File: src/rtl/exec_sequencer.sv
`default_nettype none
// ============================================================================
// Module      : exec_sequencer
// Description : Multi-cycle control sequencer for the RV32IM datapath.
//               Steps each instruction FETCH -> DECODE -> EXEC/WAIT_M -> WB,
//               gates PC advance, IR load and register-file write, stalls on
//               M-extension ops with a watchdog, and counts retired
//               instructions.
// Revision    : 1.0 - initial release
// ============================================================================
module exec_sequencer #(
    parameter int TIMEOUT_CYCLES = 64,   // max WAIT_M cycles before error (2..255)
    parameter int CNT_W          = 32    // retired-instruction counter width
) (
    input  logic             clk,
    input  logic             rst,
    input  logic             run,
    input  logic [6:0]       opcode,
    input  logic [6:0]       funct7,
    input  logic             dec_regwen,
    input  logic             alu_done,
    output logic             pc_en,
    output logic             ir_load,
    output logic             alu_start,
    output logic             rf_we,
    output logic             busy,
    output logic             timeout_err,
    output logic [2:0]       state,
    output logic [CNT_W-1:0] retired
);

    localparam int WAIT_W = (TIMEOUT_CYCLES > 2) ? $clog2(TIMEOUT_CYCLES) : 1;

    localparam logic [2:0] c_st_idle   = 3'd0;
    localparam logic [2:0] c_st_fetch  = 3'd1;
    localparam logic [2:0] c_st_decode = 3'd2;
    localparam logic [2:0] c_st_exec   = 3'd3;
    localparam logic [2:0] c_st_wait_m = 3'd4;
    localparam logic [2:0] c_st_wb     = 3'd5;
    localparam logic [2:0] c_st_err    = 3'd6;

    localparam logic [6:0]        c_op_reg    = 7'b0110011;
    localparam logic [6:0]        c_f7_mext   = 7'b0000001;
    localparam logic [WAIT_W-1:0] c_wait_last = WAIT_W'(TIMEOUT_CYCLES - 1);

    logic [2:0]        r_state;
    logic [2:0]        w_next;
    logic [WAIT_W-1:0] r_wait;
    logic [CNT_W-1:0]  r_retired;
    logic              w_is_mop;

    assign w_is_mop = (opcode == c_op_reg) && (funct7 == c_f7_mext);

    // State register; reset dominates everything, including a pending alu_done.
    always_ff @(posedge clk) begin
        if (rst) begin
            r_state <= c_st_idle;
        end else begin
            r_state <= w_next;
        end
    end

    // Next-state logic; alu_done is only honoured in WAIT_M and beats the watchdog.
    always_comb begin
        w_next = r_state;
        case (r_state)
            c_st_idle:   w_next = run ? c_st_fetch : c_st_idle;
            c_st_fetch:  w_next = c_st_decode;
            c_st_decode: w_next = w_is_mop ? c_st_wait_m : c_st_exec;
            c_st_exec:   w_next = c_st_wb;
            c_st_wait_m: begin
                if (alu_done) begin
                    w_next = c_st_wb;
                end else if (r_wait == c_wait_last) begin
                    w_next = c_st_err;
                end
            end
            c_st_wb:     w_next = run ? c_st_fetch : c_st_idle;
            c_st_err:    w_next = c_st_err;
            default:     w_next = c_st_idle;
        endcase
    end

    // Wait counter: zero whenever outside WAIT_M, so every entry starts at 0.
    always_ff @(posedge clk) begin
        if (rst) begin
            r_wait <= '0;
        end else if (r_state == c_st_wait_m) begin
            r_wait <= r_wait + 1'b1;
        end else begin
            r_wait <= '0;
        end
    end

    // Retired counter bumps once per WB and wraps silently.
    always_ff @(posedge clk) begin
        if (rst) begin
            r_retired <= '0;
        end else if (r_state == c_st_wb) begin
            r_retired <= r_retired + 1'b1;
        end
    end

    // Moore output decode; rf_we is the only output that looks at an input.
    always_comb begin
        pc_en       = 1'b0;
        ir_load     = 1'b0;
        alu_start   = 1'b0;
        rf_we       = 1'b0;
        busy        = (r_state != c_st_idle) && (r_state != c_st_err);
        timeout_err = (r_state == c_st_err);
        case (r_state)
            c_st_fetch:  ir_load   = 1'b1;
            c_st_wait_m: alu_start = (r_wait == '0);
            c_st_wb: begin
                pc_en = 1'b1;
                rf_we = dec_regwen;
            end
            default: ;
        endcase
    end

    assign state   = r_state;
    assign retired = r_retired;

endmodule
`default_nettype wire

File: config.mk
export PLATFORM = sky130hd
export DESIGN_NAME = exec_sequencer
export DESIGN_NICKNAME = d
export VERILOG_FILES = /design/src/rtl/exec_sequencer.sv
export SDC_FILE = /design/constraint.sdc
export NUM_CORES = 1
export LEC_CHECK = 0
export CORE_MARGIN = 2
export CORE_UTILIZATION = 40
export CTS_CLUSTER_SIZE = 12
export DETAILED_ROUTE_END_ITERATION = 8
export GPL_TIMING_DRIVEN = 0
export HOLD_SLACK_MARGIN = 0.15
export PLACE_DENSITY_LB_ADDON = 0.3
export SLEW_MARGIN = 10
export SYNTH_ARGS = -nofsm -noshare
export SYNTH_HDL_FRONTEND = slang
export SYNTH_SLANG_ARGS = --single-unit
export TNS_END_PERCENT = 1
File: constraint.sdc
create_clock -name clk -period 2.89 [get_ports clk]
set_clock_uncertainty 0.1 [all_clocks]
set_input_delay 0.289 -clock clk [delete_from_list [all_inputs] [get_ports clk]]
set_output_delay 0.289 -clock clk [all_outputs]
set_load 0.02 [all_outputs]
==> metrics.md, run 1 <==
| Metric | Value |
|---|---|
| Bufs on Longest Clock Path | `2` |
| Post-synth EDFFs | `0` |
| Mapped Area | `2040 um^2` |
| Total gr overflow | `0` |
| Fin worst setup slack | `0.460 ns` |
| Slew @ Worst Pin | `0.552 ns` |
| # resized after CTS | `0` |
| Adder-Cell Fraction of Synth Area | `0.0184` |
| DR WL/cell | `13.0 um` |
| Dpl ws | `0.512 ns` |
| Setup CP Type | `reg2reg` |
| Clk Latency, worst-skew pair | `0.29 ns` |
| Mean Syn Cell Area | `8.38 um^2` |
| Iteration-0 DRC Markers | `117` |
| Hold_buf cts | `0` |
| Synth Area in Compound Gates | `0.141` |
| Worst setup SP type | `register` |
| Rel. slew slack | `0.632` |
| Clock Tree Root | `clkbuf_8` |
| Synth Warn # | `0` |
| Post-Synth XOR/XNOR Area | `0.0645` |
| WP data required | `2.96 ns` |
| RSZ-0062 raised after global routing | `false` |
| Cell accounting for the most synthesized area | `dfxtp_1` |
| GP Congestion | `0.777` |
| PortBufs | `58` |
| Peak supply drop | `0.304 mV` |
| Synth Flop Type | `dfxtp_1` |
| GRT Total Usage | `0.182` |
| Final net count | `330` |
| Ant. Diodes | `0` |
| Synth Net Count | `265` |
| Hold Fails Final Rpt | `0` |
| Layout cells sized above 1 | `0.0388` |
| CP top delay family | `buffers and inverters` |
| Multiplexer area fraction after synthesis | `0.0160` |
| Final worst path period share | `0.841` |
| Via count | `2,031` |
| Critical Path Max Stage Delay | `0.40 ns` |
| Core area | `4820 um^2` |
| Antenna violations before repair | `0` |
| Fillers | `442` |
| Unique masters post-synth | `36` |
| PwrDens | `410 nW/um^2` |
| Final WL | `4.89 mm` |
| DR vias/cell | `5.40` |
| Vias in the first global route | `1,825` |
| Setup violations, final | `0` |
| Synth Instances | `243` |
| Clock Pin Slew Worst Setup and Hold Paths | `0.08 ns` |
| Die area | `5680 um^2` |
| Top Ports | `60` |
| CTS H-tree depth | `2` |
| Row cnt | `25` |
| Max Slew Vio Count | `0` |
| Cells after DPL | `368` |
| Initial cell density of the core | `0.423` |
| Routed Antenna Nets | `0` |
| Min-delay worst type | `in2reg` |
| Area Overhead vs Synth | `38.3%` |
| Dpl hpwl | `3.51 mm` |
| FMAX | `412 MHz` |
| Top cell type's share of synthesized area | `0.403` |
| Largest cells by area after synthesis | `dfxtp_1, or4_1, o31ai_1` |
| CTS tree | `done` |
| Synth Area in Simple Gates | `0.305` |
| Setup TNS | `0 ns` |
| Most frequent cell on the critical path | `clkbuf_1` |
| Largest net degree at the start of global routing | `13` |
| Commonest non-fill, non-tap cell in the layout | `clkdlybuf4s50_1` |
| Async SR Flop Fraction | `0` |
| TritonCTS Buffers | `5` |
| Most frequent cells in the layout | `clkdlybuf4s50_1, dfxtp_1, nor2_1, a21oi_1` |
| First-pass GRT wire length | `8.05 mm` |
| Final min period | `2.43 ns` |
| Area after DPL | `2700 um^2` |
| Largest family of logic cells by synthesized area | `simple AND/OR/NAND/NOR gates` |
| Die width | `75.4 um` |
| Synthesized flop and latch total | `41` |
| Setup repair bufs after CTS | `0` |
| Outcome | `finished clean` |
| Final instance area | `2820 um^2` |
| Remaining DRCs | `0` |
| Final Non-Filler Cells | `376` |
| Critical path arrival | `2.50 ns` |
| Drt pass-1 iters | `4` |
| Max stage delay cell, worst path | `or3_1` |
| Seq/Total Area, Yosys | `0.403` |
| Leak pwr | `0.842 nW` |
| Min Hold Slack | `0.296 ns` |
| Clock sinks | `41` |
| Max-cap violations | `0` |
| Die Y | `75.4 um` |
| Buf/Inv on CP | `3` |
| CP cell instances | `buf_2, nand4b_1, or3_1, clkbuf_1, clkbuf_1, o31ai_1, a21oi_1` |
| CP endpoint kind | `register` |
| Critical Path Fanout Max | `10` |
==> final timing paths <==
path	start	to	slack [ns]	depth (start not counted)
worst max register to register	state[0]	retired[26]	0.46	7
worst min register to register	r_wait[0]	r_wait[0]	0.37	1
worst max-delay path	state[0]	retired[26]	0.46	7
worst min-delay path	rst	retired[3]	0.30	2
==> sequential cells by signal (all words and copies together), names as in the netlist <==
signal,cells
r_wait,6
state,3
retired,32
==> per-layer routing <==
metal	share of wire	GRT usage	up-vias
met5	0	0	-
met4	0.020	0.0799	0
met3	0.056	0.0608	8
met2	0.47	0.289	53
met1	0.45	0.226	942
li1	-	-	1028
==> layout make-up <==
| class | count | area [um^2] | area share |
|---|---|---|---|
| multi-input cells | 176 | 1110 | 0.393 |
| flip-flops and latches | 41 | 821 | 0.291 |
| repair buffers | 58 | 581 | 0.206 |
| clock buffers | 7 | 86.3 | 0.0306 |
| well taps | 67 | 83.8 | 0.0298 |
| plain buffers | 17 | 73.8 | 0.0262 |
| inverters | 9 | 33.8 | 0.0120 |
| clock inverters | 1 | 30.0 | 0.0107 |
==> where the power goes <==
group / internal (mW) / switching, mW
clock: 0.282 / 0.195
combinational: 0.0549 / 0.0492
sequential: 0.569 / 0.00500
total: 0.906 / 0.249
==> cells in the mapped netlist (3+ instances only) <==
cell,n
clkbuf_1,14
nand3_1,9
xor2_1,3
nor4_1,7
a21oi_1,21
ha_1,3
or4_1,16
and4_1,4
nand4_1,8
or3_1,8
xnor2_1,12
dfxtp_1,41
o21ai_0,6
nand4b_1,3
nand2_1,16
nor2_1,21
nor3_1,5
o31ai_1,15
inv_1,9
==> cells by family (layout without fill, tap and decap cells) <==
kind of cell | count (synthesis) | after routing
AO/OA/AOI/OAI | 47 | 47
XOR/XNOR | 15 | 15
adder cells (fa/ha/maj) | 3 | 3
buffers and inverters | 26 | 92
flip-flops | 41 | 41
multiplexers | 3 | 3
AND/OR/NAND/NOR | 108 | 108
==> stage by stage <==
step	power [mW]	utilization
floorplan	0.638	-
global placement	0.691	0.561
detailed placement	0.692	0.561
CTS	1.17	0.585
global route	1.20	0.585
finish	1.15	0.585
No activity file was read; power rests on OpenSTA's default activity.
==> run 2: changes to the inputs <==
==> constraint.sdc (replaced) <==
create_clock -name clk -period 2.4 [get_ports clk]
set_clock_uncertainty 0.1 [all_clocks]
set_input_delay 0.24 -clock clk [delete_from_list [all_inputs] [get_ports clk]]
set_output_delay 0.24 -clock clk [all_outputs]
set_load 0.02 [all_outputs]
==> metrics.md, run 2 (synthesis gave the netlist of run 1 again) <==
| Metric | Value |
|---|---|
| Routed Antenna Nets | `0` |
| Hold depth | `2` |
| CP Depth | `7` |
| Fillers | `440` |
| CTS tree | `done` |
| Largest net degree at the start of global routing | `13` |
| Int Power | `1.09 mW` |
| Buf/Inv on CP | `3` |
| Final WL | `4.94 mm` |
| Hold Fails Final Rpt | `0` |
| CP endpoint kind | `register` |
| Die area | `5680 um^2` |
| Max Slew Vio Count | `0` |
| Pwr Total | `1.39 mW` |
| Final min period | `2.28 ns` |
| Sequential power share | `0.496` |
| Max reg flops | `32` |
| Clk pwr share | `0.414` |
| Max-cap violations | `0` |
| Top Ports | `60` |
| Bufs on Longest Clock Path | `2` |
| Die Y | `75.4 um` |
| WP data required | `2.47 ns` |
| Gate power share | `0.090` |
| Min-delay worst type | `in2reg` |
| Drt pass-1 iters | `4` |
| Iteration-0 DRC Markers | `130` |
| Final worst path period share | `0.951` |
| Worst setup SP type | `register` |
| Sw frac | `0.217` |
| Area Overhead vs Synth | `39.5%` |
| CTS H-tree depth | `2` |
| Core area | `4820 um^2` |
| Final net count | `331` |
| GP Congestion | `0.777` |
| GRT Total Usage | `0.182` |
| Outcome | `finished clean` |
| Total gr overflow | `0` |
| TritonCTS Buffers | `5` |
| Critical path arrival | `2.35 ns` |
| Min Hold Slack | `0.246 ns` |
| First-pass GRT wire length | `8.05 mm` |
| Clock sinks | `41` |
| Dpl hpwl | `3.51 mm` |
| Peak supply drop | `0.365 mV` |
| Leak pwr | `0.873 nW` |
| Rel. slew slack | `0.688` |
| Critical Path Fanout Max | `10` |
| Clock Tree Root | `clkbuf_8` |
| Commonest non-fill, non-tap cell in the layout | `clkdlybuf4s50_1` |
| Critical Path Max Stage Delay | `0.52 ns` |
| Most frequent cells in the layout | `clkdlybuf4s50_1, dfxtp_1, nor2_1, a21oi_1` |
| Vias in the first global route | `1,825` |
| Max stage delay cell, worst path | `or4_1` |
| FMAX | `438 MHz` |
| RSZ-0062 raised after global routing | `true` |
| Antenna violations before repair | `0` |
| Die width | `75.4 um` |
| Initial cell density of the core | `0.423` |
| Row cnt | `25` |
| Setup violations, final | `0` |
| R2R cell count | `7` |
| CP cell instances | `nand4_1, or4_1, buf_2, buf_6, clkbuf_1, o31ai_1, a21oi_1` |
| DR WL/cell | `13.1 um` |
| Clk Latency, worst-skew pair | `0.29 ns` |
| PwrDens | `490 nW/um^2` |
| Remaining DRCs | `0` |
| Via count | `2,031` |
| Layout cells sized above 1 | `0.0581` |
| Hold_buf cts | `0` |
| Setup CP Type | `reg2reg` |
| Clock Pin Slew Worst Setup and Hold Paths | `0.08 ns` |
| P_sw | `0.303 mW` |
| CP top delay family | `simple AND/OR/NAND/NOR gates` |
| Slew @ Worst Pin | `0.469 ns` |
| DR vias/cell | `5.39` |
| PortBufs | `58` |
| Ant. Diodes | `0` |
## run 2: final timing paths
path | from | end | slack, ns
worst max-delay path | retired[9] | retired[26] | 0.12
worst min-delay path | rst | retired[3] | 0.25
worst max register to register | retired[9] | retired[26] | 0.12
worst min register to register | r_wait[0] | r_wait[0] | 0.37
## run 2: final cells by class
type                       instances  area [um^2]  share of cell area
clock inverter                     1         30.0              0.0106
multi-input combinational        176         1110               0.392
inverter                           9         33.8              0.0119
tap                               67         83.8              0.0295
buffer                            16         73.8              0.0260
clock buffer                       7         86.3              0.0304
timing repair buffer              60          598               0.210
sequential                        41          821               0.289
## run 2: stage by stage
stage	instances	TNS, ns	util	instance area (um^2)	setup WS (ns)
2_1_floorplan	243	0	-	2040	0.140
3_3_place_gp	368	0	0.561	2700	0.0785
3_5_place_dp	368	0	0.561	2700	0.0215
4_1_cts	376	0	0.585	2820	0.0106
5_1_grt	377	-0.0412	0.590	2840	-0.0385
6_report	377	0	0.590	2840	0.118
## run 2: what timing repair did
item / CTS / global route
buffers inserted: 0 / 2
endpoints found under the setup margin: 0 / 20
resized for setup: 0 / 9
## run 2: metal layers
layer  part of all wire  global-route usage  vias to the layer above
li1                   -                   -                     1027
met1               0.47               0.226                      948
met2               0.46               0.289                       50
met3              0.054              0.0608                        6
met4              0.015              0.0799                        0
met5                  0                   0                        -
## run 2: worst register-to-register path, delay by kind of cell (launching register included)
family	cells	cell delay, ns
compound gates	2	0.42
buf+inv	3	0.55
flops	1	0.42
simple gates	2	0.66
## run 2: power groups by stage
stage / clock (mW) / sequential (mW) / combinational (mW)
after floorplan: 0 / 0.712 / 0.0565
after global placement: 0 / 0.707 / 0.125
after detailed placement: 0 / 0.707 / 0.126
after CTS: 0.589 / 0.691 / 0.126
after global routing: 0.617 / 0.693 / 0.135
final: 0.577 / 0.691 / 0.125
==> patch, RTL diff (flow settings as in run 1) <==
Reset style: asynchronous (`rst`), changed in 3 clocked blocks.
--- a/src/rtl/exec_sequencer.sv
+++ b/src/rtl/exec_sequencer.sv
@@ -53,5 +53,5 @@
 
     // State register; reset dominates everything, including a pending alu_done.
-    always_ff @(posedge clk) begin
+    always_ff @(posedge clk or posedge rst) begin
         if (rst) begin
             r_state <= c_st_idle;
@@ -83,5 +83,5 @@
 
     // Wait counter: zero whenever outside WAIT_M, so every entry starts at 0.
-    always_ff @(posedge clk) begin
+    always_ff @(posedge clk or posedge rst) begin
         if (rst) begin
             r_wait <= '0;
@@ -94,5 +94,5 @@
 
     // Retired counter bumps once per WB and wraps silently.
-    always_ff @(posedge clk) begin
+    always_ff @(posedge clk or posedge rst) begin
         if (rst) begin
             r_retired <= '0;
Function: differs if rst is asserted again (counterexample within 4 cycles, from zero or initial values and one cycle with rst high); with rst held inactive, the same outputs for 10 cycles.
==> patch against run 1 <==
- wire length down 12%
- worst setup slack worse by 180 ps
- cell count down 11%
- sequential cell count unchanged
- area after synthesis up 0.55%
- final area up 0.67%
Power is not compared: it rests on default switching activity, and its combinational part moved more than twofold at a synthesized area within 25%.
==> patch: results (changes against run 1) <==
Parameter                              Value

Global routing
  Pin count of the biggest net entering global routing ... 29 (+16)
  Number of global-route vias before repair ... 1577 (-14%)
  Combined global-route utilization of all metal layers ... 16.5% (-1.7 points)
  Wire length of the first global-routing pass ... 7.22 mm (-10%)
  Antenna violations before repair ... 0 (unchanged)

Worst setup path
  FF-to-FF Start ... retired[5]$_DFFE_PP0P_
  CP max stage cell ... sky130_fd_sc_hd__clkdlybuf4s50_1
  Crit path DAT ... 2220 ps (-280 ps)
  Worst setup startpoint ... state[2]$_DFFE_PP0P_
  Delay of the slowest cell on the worst path ... 630 ps (+230 ps)

Synth
  Main area contributors after synthesis ... sky130_fd_sc_hd__dfrtp_1 50%, sky130_fd_sc_hd__xnor2_1 11%, sky130_fd_sc_hd__nand4_1 4.6%, sky130_fd_sc_hd__nand2_1 3.8%, sky130_fd_sc_hd__xor2_1 3.8%
  Post-synth ARST share ... 100% (+100 points)
  Mapped Nets ... 220 (-17%)
  Fraction of the yosys area taken by sequential cells ... 50.1% (+9.8 points)
  Top cells by count, synth ... 41 x sky130_fd_sc_hd__dfrtp_1, 26 x sky130_fd_sc_hd__xnor2_1, 21 x sky130_fd_sc_hd__nand2_1
  Number of distinct library cells after synthesis ... 38 (+5.6%)
  Predominant post-synthesis flop cell ... sky130_fd_sc_hd__dfrtp_1

Timing
  Worst Tran Pin Value ... 818 ps (+266 ps)

Clock network
  Post-CTS setup buffer count ... 0 (unchanged)
  Clock latency of the later-clocked register in the worst-skew pair ... 280 ps
  Clk pin slew, worst setup/hold paths ... 80 ps (about the same)
  Number of gates resized after cts ... 0 (unchanged)
  Total clock buffers created by CTS ... 5 (unchanged)

Hold path
  Kind of path behind the tightest hold check ... primary input to async pin

Routing
  Violation count after the first detailed-route iteration ... 38 (-68%)
  Drt via density ... 4.91 (-9.1%)
  Routed WL per cell ... 12.9 um (-0.77%)
  Count of TritonRoute iterations in the first routing pass ... 4 (unchanged)

Pwr
  Cell-internal power ... 0.00105 W
  Leak ... 1.18 nW
  Power attributed to sequential cells ... 0.000694 W
  Worst voltage drop across the vdd grid ... 0.386 mV
  Part of the total power dissipated in the clock network ... 23.8%

Run status
  Status ... complete, no violations

Cells and area
  Nets ... 287 (-13%)
  Share of layout cells above drive strength 1 ... 6.42% (+2.5 points)

Placed design
  Port buffer count ... 59 (+1.7%)
  Post-placement cell area ... 2750 um2 (+1.7%)
  Placed wire-length estimate ... 3.33 mm (-5.1%)
  Final GP Congestion ... 0.734 (-5.5%)
-- patch: cell count changes in the layout (fill, tap and decap cells not counted), moves of 6 or more --
| cell | before | now |
|---|---|---|
| sky130_fd_sc_hd__dfxtp_1 | 41 | 0 |
| sky130_fd_sc_hd__a21oi_1 | 21 | 0 |
| sky130_fd_sc_hd__dfrtp_1 | 0 | 41 |
| sky130_fd_sc_hd__or4_1 | 16 | 1 |
| sky130_fd_sc_hd__o31ai_1 | 15 | 0 |
| sky130_fd_sc_hd__nor2_1 | 21 | 14 |
| sky130_fd_sc_hd__or3_1 | 8 | 1 |
| sky130_fd_sc_hd__xor2_1 | 3 | 9 |
| sky130_fd_sc_hd__clkbuf_1 | 15 | 1 |
| sky130_fd_sc_hd__xnor2_1 | 12 | 26 |
| sky130_fd_sc_hd__nand4_1 | 8 | 15 |
-- patch: layer usage --
layer	vias up	GRT usage, %	part of all wire, %
li1	828	-	-
met3	2	4.76	3.7
met5	-	0	0
met2	35	28.1	50
met4	0	3.31	0.21
met1	779	20.9	47
-- patch: final timing paths --
path	endpoint	slack (ps)	depth (start not counted)
max in group asynchronous	retired[23]$_DFFE_PP0P_	2080	3
min in group clk	retired[31]$_DFFE_PP0P_	370	1
hold / removal	retired[21]$_DFFE_PP0P_	180	2
setup reg to reg	retired[17]$_DFFE_PP0P_	900	4
hold reg to reg	retired[31]$_DFFE_PP0P_	370	1
setup / recovery	alu_start	280	5
-- patch: cell type report --
| type | count | area [um2] |
|---|---|---|
| repair buffers | 60 | 611 |
| clock inverters | 1 | 7.51 |
| fillers | 455 | 2170 |
| plain buffers | 2 | 8.76 |
| well taps | 70 | 87.6 |
| clock buffers | 6 | 82.6 |
| inverters | 10 | 37.5 |
| flip-flops and latches | 41 | 1030 |
| multi-input cells | 145 | 976 |
-- patch: per-stage QoR --
step | power [W] | hold slack [ps] | instances | util [%] | setup slack (ps)
2_1_floorplan | 0.000971 | 376 | 198 | - | 960
3_3_place_gp | 0.00119 | 366 | 327 | 54.4 | 605
3_5_place_dp | 0.00120 | 373 | 328 | 54.8 | 587
4_1_cts | 0.00157 | 181 | 335 | 56.6 | 273
5_1_grt | 0.00164 | 218 | 335 | 56.6 | 108
6_report | 0.00155 | 175 | 335 | 56.6 | 282
-- patch: cells by family (layout without fill, tap and decap cells) --
family / count (synthesis) / in the layout / share of synthesized area, %
muxes: 1 / 1 / 0.489
and+or+nand+nor: 101 / 101 / 28.6
DFF: 41 / 41 / 50.1
xor gates and xnor gates: 35 / 35 / 15.0
buffers and inverters: 12 / 79 / 2.26
adders and majority gates: 3 / 3 / 1.83
AOI/OAI and AO/OA: 5 / 5 / 1.77
